## config.mk

```make
export PLATFORM = sky130hd
export DESIGN_NAME = serialize_num_flat
export DESIGN_NICKNAME = d
export VERILOG_FILES = /design/src/rtl/serialize_num_pkg.sv /design/src/rtl/serialize_num_if.sv /design/src/rtl/serialize_num_shreg.sv /design/src/rtl/serialize_num.sv /design/src/flat_wrapper.sv
export SDC_FILE = /design/constraint.sdc
export NUM_CORES = 1
export LEC_CHECK = 0
export CAP_MARGIN = 20
export CELL_PAD_IN_SITES_DETAIL_PLACEMENT = 0
export CELL_PAD_IN_SITES_GLOBAL_PLACEMENT = 2
export CORE_MARGIN = 5
export CORE_UTILIZATION = 37
export CTS_BUF_LIST = sky130_fd_sc_hd__clkbuf_8
export DETAILED_ROUTE_END_ITERATION = 7
export GPL_TIMING_DRIVEN = 0
export PLACE_DENSITY_LB_ADDON = 0.1
export SLEW_MARGIN = 40
export SYNTH_ARGS = -nofsm -noshare
export SYNTH_HDL_FRONTEND = slang
export SYNTH_HIERARCHICAL = 1
export SYNTH_SLANG_ARGS = --single-unit
```

## constraint.sdc

```tcl
create_clock -name clk -period 2.4 [get_ports clk]
set_input_delay 0.48 -clock clk [delete_from_list [all_inputs] [get_ports clk]]
set_output_delay 0.48 -clock clk [all_outputs]
set_load 0.05 [all_outputs]
```

## src/rtl/serialize_num_pkg.sv

```systemverilog
// Shared types and constants for the serializer and its neighbouring
// length-measuring stage.
package serialize_num_pkg;

  localparam int WIDTH_DEF = 64;
  localparam int LEN_W_DEF = 8;

  typedef enum logic [1:0] {
    ST_IDLE  = 2'd0,
    ST_SHIFT = 2'd1,
    ST_DONE  = 2'd2
  } state_e;

  // Effective bit count: a requested length never exceeds the datapath width.
  function automatic int unsigned clamp_len(input int unsigned len,
                                            input int unsigned width);
    return (len > width) ? width : len;
  endfunction

endpackage

```

## src/rtl/serialize_num_if.sv

```systemverilog
// Bus bundle for serialize_num: start/capture inputs, serial output stream
// and status.
//
// Handshake: a bit transfers on a rising clk edge where bit_valid and
// bit_ready are both 1. While bit_valid=1 and bit_ready=0, bit_out and
// bits_left hold unchanged for as long as the stall lasts; bit_valid never
// drops without a transfer. bit_ready may change freely and has no effect
// while bit_valid=0.
interface serialize_num_if #(
  parameter int WIDTH = 64,
  parameter int LEN_W = 8
);
  logic             md_start;
  logic [WIDTH-1:0] num_in;
  logic [LEN_W-1:0] len_in;
  logic             bit_ready;
  logic             bit_out;
  logic             bit_valid;
  logic [LEN_W-1:0] bits_left;
  logic             busy;
  logic             md_end;

  modport master (
    output md_start, num_in, len_in, bit_ready,
    input  bit_out, bit_valid, bits_left, busy, md_end
  );

  modport slave (
    input  md_start, num_in, len_in, bit_ready,
    output bit_out, bit_valid, bits_left, busy, md_end
  );
endinterface

```

## src/rtl/serialize_num_shreg.sv

```systemverilog
// Left-aligned load/shift register; the MSB is the bit currently on offer.
module serial_shreg #(
  parameter int WIDTH = 64
) (
  input  logic             clk,
  input  logic             rstn,
  input  logic             load,
  input  logic [WIDTH-1:0] load_val,
  input  logic             shift_en,
  output logic             msb
);

  logic [WIDTH-1:0] sr_q;

  // Load takes priority; each shift exposes the next lower bit at the MSB.
  always_ff @(posedge clk or negedge rstn) begin
    if (!rstn) begin
      sr_q <= '0;
    end else if (load) begin
      sr_q <= load_val;
    end else if (shift_en) begin
      sr_q <= {sr_q[WIDTH-2:0], 1'b0};
    end
  end

  assign msb = sr_q[WIDTH-1];

endmodule

```

## src/rtl/serialize_num.sv

```systemverilog
// Bit-serial transmitter: captures a number and its length, then emits the
// low L bits MSB-first under a valid/ready handshake, ending with md_end.
module serialize_num
  import serialize_num_pkg::*;
#(
  parameter int WIDTH = WIDTH_DEF,
  parameter int LEN_W = LEN_W_DEF
) (
  input  logic            clk,
  input  logic            rstn,
  serialize_num_if.slave  bus,
  output state_e          dbg_state
);

  state_e           state_q, state_d;
  logic [LEN_W-1:0] left_q, left_d;
  logic [LEN_W-1:0] eff_len;
  logic [WIDTH-1:0] aligned;
  int               shamt;
  logic             load;
  logic             shift_en;
  logic             msb;

  // Left-align so num_in[L-1] lands on the MSB; bits above L-1 fall off the
  // top. L=0 gives a shift of WIDTH, which loads zero.
  assign eff_len = LEN_W'(clamp_len(32'(bus.len_in), WIDTH));
  assign shamt   = WIDTH - int'(eff_len);
  assign aligned = bus.num_in << shamt;

  serial_shreg #(.WIDTH(WIDTH)) u_shreg (
    .clk      (clk),
    .rstn     (rstn),
    .load     (load),
    .load_val (aligned),
    .shift_en (shift_en),
    .msb      (msb)
  );

  // State and remaining-bit counter registers.
  always_ff @(posedge clk or negedge rstn) begin
    if (!rstn) begin
      state_q <= ST_IDLE;
      left_q  <= '0;
    end else begin
      state_q <= state_d;
      left_q  <= left_d;
    end
  end

  // Next-state logic: capture in IDLE, one bit per transfer in SHIFT,
  // single-cycle DONE. Starts outside IDLE are dropped.
  always_comb begin
    state_d  = state_q;
    left_d   = left_q;
    load     = 1'b0;
    shift_en = 1'b0;
    case (state_q)
      ST_IDLE: begin
        if (bus.md_start) begin
          load = 1'b1;
          if (eff_len == '0) begin
            state_d = ST_DONE;
            left_d  = '0;
          end else begin
            state_d = ST_SHIFT;
            left_d  = eff_len;
          end
        end
      end
      ST_SHIFT: begin
        if (bus.bit_ready) begin
          shift_en = 1'b1;
          if (left_q == LEN_W'(1)) begin
            state_d = ST_DONE;
            left_d  = '0;
          end else begin
            left_d  = left_q - LEN_W'(1);
          end
        end
      end
      ST_DONE: begin
        state_d = ST_IDLE;
      end
      default: begin
        state_d = ST_IDLE;
        left_d  = '0;
      end
    endcase
  end

  // Outputs decode flops only, so nothing from an input reaches an output
  // combinationally and reset clears every output at once.
  assign bus.bit_out   = msb;
  assign bus.bit_valid = (state_q == ST_SHIFT);
  assign bus.bits_left = left_q;
  assign bus.busy      = (state_q != ST_IDLE);
  assign bus.md_end    = (state_q == ST_DONE);
  assign dbg_state     = state_q;

endmodule
```

## src/flat_wrapper.sv

```systemverilog
// flat-port wrapper written by rule: the top's interface ports become plain ports
module serialize_num_flat import serialize_num_pkg::*;
#(
  parameter int WIDTH = WIDTH_DEF,
  parameter int LEN_W = LEN_W_DEF
)
  (clk, rstn, dbg_state, bus_md_start, bus_num_in, bus_len_in, bus_bit_ready, bus_bit_out, bus_bit_valid, bus_bits_left, bus_busy, bus_md_end);
  serialize_num_if #(.WIDTH(WIDTH), .LEN_W(LEN_W)) bus_i ();
  input  logic clk;
  input  logic rstn;
  output state_e dbg_state;
  input wire logic [$bits(bus_i.md_start)-1:0] bus_md_start;
  input wire logic [$bits(bus_i.num_in)-1:0] bus_num_in;
  input wire logic [$bits(bus_i.len_in)-1:0] bus_len_in;
  input wire logic [$bits(bus_i.bit_ready)-1:0] bus_bit_ready;
  output wire logic [$bits(bus_i.bit_out)-1:0] bus_bit_out;
  output wire logic [$bits(bus_i.bit_valid)-1:0] bus_bit_valid;
  output wire logic [$bits(bus_i.bits_left)-1:0] bus_bits_left;
  output wire logic [$bits(bus_i.busy)-1:0] bus_busy;
  output wire logic [$bits(bus_i.md_end)-1:0] bus_md_end;
  assign bus_i.md_start = bus_md_start;
  assign bus_i.num_in = bus_num_in;
  assign bus_i.len_in = bus_len_in;
  assign bus_i.bit_ready = bus_bit_ready;
  assign bus_bit_out = bus_i.bit_out;
  assign bus_bit_valid = bus_i.bit_valid;
  assign bus_bits_left = bus_i.bits_left;
  assign bus_busy = bus_i.busy;
  assign bus_md_end = bus_i.md_end;
  serialize_num #(.WIDTH(WIDTH), .LEN_W(LEN_W)) u_core (.clk(clk), .rstn(rstn), .bus(bus_i), .dbg_state(dbg_state));
endmodule
```

==> flow_metrics.tcl, run 1 <==
set metrics [dict create \
    cp-end-kind "flop" \
    synth_top_cell_by_area "dfrtp_1" \
    worstPathRequired_ns 2.64 \
    dp.cells 1496 \
    synth_cells 1084 \
    irDropWorstVdd_uv 686 \
    vias 10400 \
    multi_input_area_um2 8130 \
    status "complete, but fails checks" \
    yosys-top-cells-area "dfrtp_1 20%, mux2i_1 15%, mux4_2 11%, nand2_1 5.7%, o21ai_1 3.5%" \
    arrival_ns 3.52 \
    post-route-util 0.548 \
    start_kind "primary input" \
    synth.net_count 1163 \
    drt_drc_violations_left 0 \
    firstDrtPassIters 7 \
    dpl.hpwl_mm 32.8 \
    p_leak_nw 5.09 \
    grt_antenna_before_repair 0 \
    drive_above_1_share 0.378 \
    die_area_um2 27900 \
    h-tree-depth 3 \
    dpl_cell_area_um2 10800 \
    hold_ws_ns 0.529 \
    worst_slack_ns -0.873 \
    numCtsBuffers 9 \
    skew_ns 0.00670 \
    worstMarginPinSlew_ns 0.809 \
    synth-edff-count 0 \
    num_rows 57 \
    avgSynthCellArea_um2 8.42 \
    violations "setup timing" \
    clockBufferDepth 2 \
    finalSetupViolCount 64 \
    report.final.hold_viol_count 0 \
    yosys_warnings 6 \
    root_buffer "clkbuf_8" \
    finalPower_mw 8.50 \
    layoutNonFillerInstCount 1594 \
    synth_cell_types 86 \
    via_per_inst 6.53 \
    slew_headroom 0.461 \
    synth-seq-area-share 0.203 \
    ys.flop_type "dfrtp_1" \
    syn-cell-area_um2 9130 \
    period_minus_slack_ns 3.27 \
    synth_seq_cells 74 \
    design_area_um2 13300 \
    drt_iter0_drc 1148 \
    register_area_um2 1850 \
    rsz0062_at_grt "true" \
    overflow 0 \
    path_max_fanout 7 \
    die_h_um 167 \
    hp-class "primary input to asynchronous set/reset pin" \
    pwr_density_cell_nw_per_um2 637 \
    clock_latency_ns 0.35 \
    wl_per_cell_um 27.4 \
    finalNetCount 1345 \
    path_class "primary input to flop" \
    die_w_um 167 \
    clock-sinks 74 \
    core_region_area_um2 24300 \
    finalSetupTns_ns -44.52 \
    slew_violations 0 \
    portBuffers 87 \
    area_growth_pct 46.0 \
    clk_pin_slew_worst_paths_ns 0.08 \
    grt_pass1_vias 10200 \
    synth_top_area_share 0.203 \
    ioPinCount 90 \
    grt_pass1_wl_mm 65.2 \
    track_usage 0.300 \
    fill_cells 2278 \
    max_freq_mhz 306 \
    cts_tree "built" \
    cap_viol_max_count 0 \
    antenna_left 0 \
    grt_start_max_net_pins 55 \
    insertedDiodeCount 0 \
    start_util 0.376 \
    place_ws_ns -2.57 \
    min_period_over_period 1.36 \
    async_flop_share 1.00 \
    wl_mm 43.7 \
    routabilityCongestion 0.999 \
]
==> cell families (layout without fill, tap and decap cells) <==
logic type,count (synthesis),after routing,synth area share
DFF,74,74,0.203
adders and majority gates,3,3,0.00411
buffers and inverters,118,304,0.0740
xor gates and xnor gates,7,7,0.00671
AOI/OAI and AO/OA,338,338,0.251
and+or+nand+nor,351,351,0.186
muxes,193,193,0.275
==> cells in the final DEF (no fill, tap or decap), drive strengths merged, types with 6 or more instances in the layout <==
cell,n
clkdlybuf4s50,81
o21ai,115
or3,7
o221ai,14
nand2b,6
inv,13
a21oi,34
nor4,6
xnor2,6
a22oi,24
mux2,14
a211oi,14
dfrtp,74
mux4,44
nand4,8
nor3b,10
a31oi,9
mux2i,135
buf,146
a32oi,6
nand2,138
nor2b,10
nor3,24
clkbuf,53
nand3,20
o21a,6
o22ai,28
a221oi,12
o211ai,12
o22a,8
nor2,81
nor4b,7
or2,6
and2,9
==> routing by layer <==
metal	vias up	global-route usage	share of wire	wire length, um
met1	5128	0.412	0.42	18300
li1	4552	-	-	-
met3	140	0.0582	0.082	3570
met2	588	0.469	0.45	19700
met5	-	0	0	0
met4	0	0.115	0.048	2100
==> worst max-delay path, cell delays in order <==
cell and delay [ns]:
buf_12 0.11, nor3b_4 0.31, buf_6 0.18, inv_8 0.04, buf_12 0.12, ha_4 0.19, xnor2_4 0.16, buf_6 0.16
mux2_4 0.31, a211o_4 0.37, mux2_4 0.33, o22ai_4 0.27, a2bb2oi_2 0.16, o211ai_1 0.13, nand2_1 0.10, o21ai_1 0.07
==> flip-flops by register name, indices dropped and copies added (netlist names) <==
signal	count
u_core/u_shreg/sr_q	64
u_core/dbg_state	2
u_core/bus.bits_left	8
==> cell usage after synthesis, drive strengths merged (13+ instances only) <==
| library cell | number |
|---|---|
| mux4 | 44 |
| buf | 64 |
| a21oi | 34 |
| nand3 | 20 |
| o22ai | 28 |
| nor2 | 81 |
| o221ai | 14 |
| nand2 | 138 |
| o21ai | 115 |
| a22oi | 24 |
| inv | 13 |
| dfrtp | 74 |
| clkbuf | 40 |
| mux2i | 135 |
| nor3 | 24 |
| a211oi | 14 |
| mux2 | 14 |
==> where the power goes <==
part	total [mW]	switching, mW	internal [mW]
Combinational	5.60	3.21	2.39
Sequential	2.03	0.296	1.73
Clock	0.872	0.478	0.394
Total	8.50	3.98	4.52
==> repair_timing <==
item | in CTS | in global routing
pin swaps | 89 | 67
hold buffers | 1 | 0
hold endpoints to repair | 20 | 0
setup buffers | 48 | 30
gates resized for setup | 235 | 162
cloned | 4 | 3
endpoints found under the setup margin | 70 | 68
==> final cells by class <==
type | instances | area share
Timing Repair Buffer | 172 | 0.133
Clock buffer | 10 | 0.0103
Clock inverter | 5 | 0.00235
Inverter | 14 | 0.00478
Multi-Input combinational cell | 892 | 0.609
Sequential cell | 74 | 0.139
Tap cell | 324 | 0.0304
Buffer | 103 | 0.0713
==> final timing paths <==
kind / startpoint / end / slack, ns / cells after the start
worst max register to register: u_core/dbg_state[0] / u_core/u_shreg/sr_q[23] / -0.02 / 7
max in group asynchronous: rstn / u_core/u_shreg/sr_q[23] / 1.32 / 3
min in group clk: u_core/u_shreg/sr_q[0] / u_core/u_shreg/sr_q[0] / 0.55 / 2
worst min-delay path: rstn / u_core/u_shreg/sr_q[55] / 0.53 / 2
worst min register to register: u_core/u_shreg/sr_q[0] / u_core/u_shreg/sr_q[0] / 0.55 / 2
worst max-delay path: bus_len_in[6] / u_core/u_shreg/sr_q[57] / -0.87 / 16
Note: power is estimated with default switching activity, not from simulation.
==> run 2: changes to the inputs <==
--- a/constraint.sdc
+++ b/constraint.sdc
@@ -3,2 +3,2 @@
 set_output_delay 0.48 -clock clk [all_outputs]
-set_load 0.05 [all_outputs]
+set_load 0.005 [all_outputs]
==> run 2 against run 1 <==
Compared with the run above:
- the flow still finishes with violations (setup timing)
- via count rose by 1.6%
- sequential share of layout area barely moved
- clock power rose by 27%
- first-iteration DRC count rose by 11%
- critical path depth rose by 2
- worst hold slack got worse by 0.019 ns
- clock-buffer cell count did not move
- highest routed layer unchanged
- sequential power barely moved
==> flow_metrics.tcl, run 2 (synthesis gave the netlist of run 1 again) <==
set metrics [dict create \
    finalSetupTns_ns -48.43 \
    register_area_um2 1850 \
    grt_pass1_vias 10200 \
    h-tree-depth 3 \
    arrival_ns 3.57 \
    ioPinCount 90 \
    cap_viol_max_count 0 \
    slowest_delay_ns 0.41 \
    pwr_density_cell_nw_per_um2 633 \
    hp-class "primary input to asynchronous set/reset pin" \
    antenna_left 0 \
    layout_common_cells "123 x nand2_1, 123 x mux2i_1, 84 x clkdlybuf4s50_1" \
    cp-end-kind "flop" \
    pwr-share-seq 0.244 \
    path_max_fanout 7 \
    irDropWorstVdd_uv 606 \
    drt_iter0_drc 1280 \
    root_buffer "clkbuf_8" \
    drt_drc_violations_left 0 \
    clockBufferDepth 2 \
    wl_per_cell_um 27.3 \
    status "complete, but fails checks" \
    grt_antenna_before_repair 0 \
    drive_above_1_share 0.377 \
    path_class "primary input to flop" \
    crit_slowest_cell "o211ai_1" \
    portBuffers 87 \
    largest_reg_flops 64 \
    design_area_um2 13300 \
    num_rows 57 \
    grt_start_max_net_pins 58 \
    clock-sinks 74 \
    period_minus_slack_ns 3.34 \
    wl_mm 43.5 \
    finalNetCount 1344 \
    cp_common_cell "buf_12" \
    slew_headroom 0.461 \
    multi_input_area_um2 8050 \
    clock_latency_ns 0.36 \
    top_register "u_core/u_shreg/sr_q" \
    start_util 0.376 \
    rr_startpoint "u_core/dbg_state[0]" \
    die_w_um 167 \
    path_buf_inv 8 \
    p_int_mw 4.74 \
    pwr-share-clk 0.132 \
    report.final.hold_viol_count 0 \
    switchingPower_mw 3.68 \
    track_usage 0.297 \
    finalSetupViolCount 64 \
    rr_worst_depth 6 \
    fill_cells 2261 \
    insertedDiodeCount 0 \
    firstDrtPassIters 6 \
    overflow 0 \
    critPathTopFamily "buffers and inverters" \
    dpl_cell_area_um2 10800 \
    grt_pass1_wl_mm 64.9 \
    die_area_um2 27900 \
    start_kind "primary input" \
    routabilityCongestion 1.02 \
    skew_ns 0.0176 \
    cts_tree "built" \
    max_freq_mhz 299 \
    die_h_um 167 \
    clk_pin_slew_worst_paths_ns 0.09 \
    core_region_area_um2 24300 \
    reg2reg_slack_ns 0.13 \
    p_comb_frac 0.624 \
    worstMarginPinSlew_ns 0.806 \
    rsz0062_at_grt "true" \
    r2r_end "u_core/u_shreg/sr_q[16]" \
    p_leak_nw 5.10 \
    area_growth_pct 45.7 \
    swShare 0.437 \
    vias 10600 \
    crit_chain "buf_12, nor3b_4, buf_8, inv_8, buf_12, ha_4, buf_12, buf_12, buf_12, nor2_2, mux2i_1, o211ai_1, mux2i_2, buf_4, a22oi_2, o221ai_2, nand2_1, o21ai_1" \
    violations "setup timing" \
    slew_violations 0 \
    worstPathRequired_ns 2.63 \
    numCtsBuffers 9 \
    dpl.hpwl_mm 32.8 \
    worst_slack_ns -0.940 \
    via_per_inst 6.63 \
    min_period_over_period 1.39 \
]
run 2: worst max-delay path by stage:
stage               cells after the start     startpoint                      end
finish                                 18  bus_len_in[7]  u_core/u_shreg/sr_q[50]
global placement                       18  bus_len_in[0]  u_core/u_shreg/sr_q[58]
global route                           19  bus_len_in[7]  u_core/u_shreg/sr_q[44]
detailed placement                     18  bus_len_in[0]  u_core/u_shreg/sr_q[58]
CTS                                    15  bus_len_in[7]  u_core/u_shreg/sr_q[51]
floorplan                              15  bus_len_in[6]  u_core/u_shreg/sr_q[51]
run 2: through the flow:
stage          setup slack, ns  utilization  hold WS, ns  instances  power (mW)
6_report                -0.940        0.547        0.510       1594        8.42
5_1_grt                 -0.899        0.547        0.505       1594        8.90
4_1_cts                 -0.818        0.517        0.496       1569        8.07
3_5_place_dp             -2.58        0.443        0.325       1496        6.36
3_3_place_gp             -2.63        0.442        0.534       1495        6.35
2_1_floorplan           -0.866            -        0.184       1084        4.90
run 2: area by class of cell:
type | instances | share of cell area
plain buffers | 101 | 0.0742
clock buffers | 10 | 0.0103
clock inverters | 6 | 0.00658
inverters | 14 | 0.00480
multi-input cells | 892 | 0.605
flip-flops and latches | 74 | 0.139
well taps | 324 | 0.0305
repair buffers | 173 | 0.129
run 2: per-layer routing:
layer  vias to the layer above  GRT usage  routed length (um)
li1                       4549          -                   -
met1                      5211      0.406               18000
met2                       661      0.479               19800
met3                       152     0.0618                3800
met4                         0     0.0843                1800
met5                         -          0                   0
run 2: repair_timing:
action / 4_1_cts / 5_1_grt
pin swaps: 79 / 49
setup endpoints to repair: 69 / 65
gates cloned: 4 / 1
endpoints found under the hold margin: 17 / 0
hold buffers: 1 / 0
buffers inserted: 54 / 27
resized for setup: 239 / 143
run 2: power groups by stage:
stage,Combinational (mW),Sequential (mW),Clock [mW]
after global placement,4.30,2.05,0
after global routing,5.58,2.13,1.20
final,5.25,2.06,1.11
after CTS,4.88,2.06,1.14
after floorplan,2.92,1.98,0
after detailed placement,4.30,2.06,0
run 2: worst register-to-register path: cells and delay by family, from the launching register on:
family	cells	cell delay (ns)
AOI/OAI and AO/OA	1	0.16
buffers and inverters	3	0.91
DFF	1	0.48
and+or+nand+nor	2	0.60
==> run 3: changes to the inputs <==
CTS_CLUSTER_SIZE = 16   (was default)
RECOVER_POWER = 100   (was default)
==> run 3 against run 2 <==
Compared with the run above:
- the run still ends with setup timing left
- clock-buffer cell count is the same
- power decreased by 0.45%
- sequential cell count did not move
- utilization fell by 0.15 points
- largest power group unchanged
- combinational power down 0.8%
- critical endpoint unchanged
- worst hold slack improved by 0.027 ns
==> flow_metrics.tcl, run 3 (synthesis gave the netlist of run 1 again) <==
set metrics [dict create \
    status "complete, but fails checks" \
    violations "setup timing" \
    finalSetupTns_ns -47.67 \
    clk_pin_slew_worst_paths_ns 0.09 \
    via_per_inst 6.58 \
    clockBufferDepth 2 \
    numCtsBuffers 9 \
    arrival_ns 3.58 \
    pwr_density_cell_nw_per_um2 632 \
    start_util 0.376 \
    grt_antenna_before_repair 0 \
    routabilityCongestion 1.02 \
    drive_above_1_share 0.376 \
    cp-end-kind "flop" \
    critPathTopFamily "buffers and inverters" \
    die_h_um 167 \
    crit_chain "buf_12, nor3b_4, buf_8, inv_8, buf_12, ha_4, buf_12, buf_12, buf_12, nor2_2, mux2i_1, o211ai_1, mux2i_2, buf_4, a22oi_2, o221ai_2, nand2_1, o21ai_1" \
    layout_common_cells "123 x nand2_1, 123 x mux2i_1, 74 x buf_4, 74 x dfrtp_1, 73 x clkdlybuf4s50_1" \
    p_leak_nw 5.11 \
    root_buffer "clkbuf_8" \
    min_period_over_period 1.39 \
    rsz0062_at_grt "true" \
    r2r_end "u_core/u_shreg/sr_q[16]" \
    rr_startpoint "u_core/dbg_state[0]" \
    finalSetupViolCount 64 \
    grt_pass1_wl_mm 64.9 \
    hp-class "flop to flop" \
    slew_violations 0 \
    worstMarginPinSlew_ns 0.932 \
    worstHoldPathCells 2 \
    core_region_area_um2 24300 \
    drt_iter0_drc 1218 \
    area_growth_pct 45.3 \
    max_freq_mhz 300 \
    drt_drc_violations_left 0 \
    irDropWorstVdd_uv 604 \
    die_area_um2 27900 \
    min_from "u_core/u_shreg/sr_q[53]" \
    fill_cells 2269 \
    path_class "primary input to flop" \
    wl_per_cell_um 27.2 \
    report.final.hold_viol_count 0 \
    crit_slowest_cell "o211ai_1" \
    cap_viol_max_count 0 \
    firstDrtPassIters 5 \
    h-tree-depth 3 \
    reg2reg_slack_ns 0.11 \
    cp_common_cell "buf_12" \
    grt_pass1_vias 10200 \
    worstPathRequired_ns 2.64 \
    dpl.hpwl_mm 32.8 \
    slew_headroom 0.378 \
    wl_mm 43.3 \
    insertedDiodeCount 0 \
    vias 10500 \
    period_minus_slack_ns 3.34 \
    portBuffers 87 \
    die_w_um 167 \
    hold_ws_ns 0.537 \
    path_max_fanout 7 \
    finalNetCount 1344 \
    skew_ns 0.0175 \
    clock-sinks 74 \
    path_buf_inv 8 \
    start_kind "primary input" \
    place_ws_ns -2.58 \
    clock_latency_ns 0.37 \
    grt_start_max_net_pins 58 \
    antenna_left 0 \
    ioPinCount 90 \
    top_register "u_core/u_shreg/sr_q" \
    num_rows 57 \
    cts_tree "built" \
    overflow 0 \
    slowest_delay_ns 0.41 \
    min_to "u_core/u_shreg/sr_q[54]" \
    largest_reg_flops 64 \
    worst_slack_ns -0.937 \
    rr_worst_depth 6 \
    track_usage 0.297 \
]
run 3: cell types whose count changed in the layout (fill, tap and decap cells not counted), sizes merged:
cell,delta
clkdlybuf4s50,-11
dlygate4sd3,+11
clkbuf,+3
buf,-3
run 3: worst reg2reg max path, delay by kind of cell (launching register included):
kind | cells | cell delay, ns
compound gates | 1 | 0.15
buf+inv | 3 | 0.89
flops | 1 | 0.49
simple gates | 2 | 0.62
run 3: repair_timing:
action                     4_1_cts  5_1_grt
buffers inserted                54       27
gates resized for setup        239      143
setup endpoints to repair       69       65
pin swaps                       79       49
hold buffers                     1        0
cloned                           4        1
hold endpoints to repair        17        0
run 3: report_power, final:
| part | internal (mW) | total [mW] | switching (mW) |
|---|---|---|---|
| Sequential | 1.73 | 2.05 | 0.318 |
| Clock | 0.616 | 1.12 | 0.501 |
| Combinational | 2.36 | 5.21 | 2.85 |
| Total | 4.71 | 8.38 | 3.67 |
run 3: worst max path at each step:
stage                  start                       to  depth (start not counted)
2_1_floorplan  bus_len_in[6]  u_core/u_shreg/sr_q[51]                         15
3_3_place_gp   bus_len_in[0]  u_core/u_shreg/sr_q[58]                         18
3_5_place_dp   bus_len_in[0]  u_core/u_shreg/sr_q[58]                         18
4_1_cts        bus_len_in[7]  u_core/u_shreg/sr_q[51]                         15
5_1_grt        bus_len_in[7]  u_core/u_shreg/sr_q[44]                         19
6_report       bus_len_in[7]  u_core/u_shreg/sr_q[50]                         18
run 3: routing by layer:
| metal | track usage | routed length, um | vias to the layer above |
|---|---|---|---|
| met3 | 0.0618 | 3590 | 117 |
| li1 | - | - | 4554 |
| met5 | 0 | 0 | - |
| met2 | 0.479 | 20100 | 631 |
| met1 | 0.406 | 18100 | 5184 |
| met4 | 0.0843 | 1530 | 0 |
run 3: metrics by stage:
step / area, um2 / power, mW / std cells / utilization
after floorplan: 9470 / 4.90 / 1084 / -
after global placement: 10700 / 6.35 / 1495 / 0.442
after detailed placement: 10800 / 6.36 / 1496 / 0.443
after CTS: 12600 / 8.07 / 1569 / 0.517
after global routing: 13300 / 8.87 / 1594 / 0.546
final: 13300 / 8.38 / 1594 / 0.546
run 3: layout make-up:
class,count,area [um2],area share
Tap cell,324,405,0.0306
Multi-Input combinational cell,892,8040,0.606
Clock inverter,6,87.6,0.00660
Inverter,14,63.8,0.00481
Clock buffer,10,138,0.0104
Buffer,101,987,0.0744
Timing Repair Buffer,173,1690,0.128
Sequential cell,74,1850,0.140
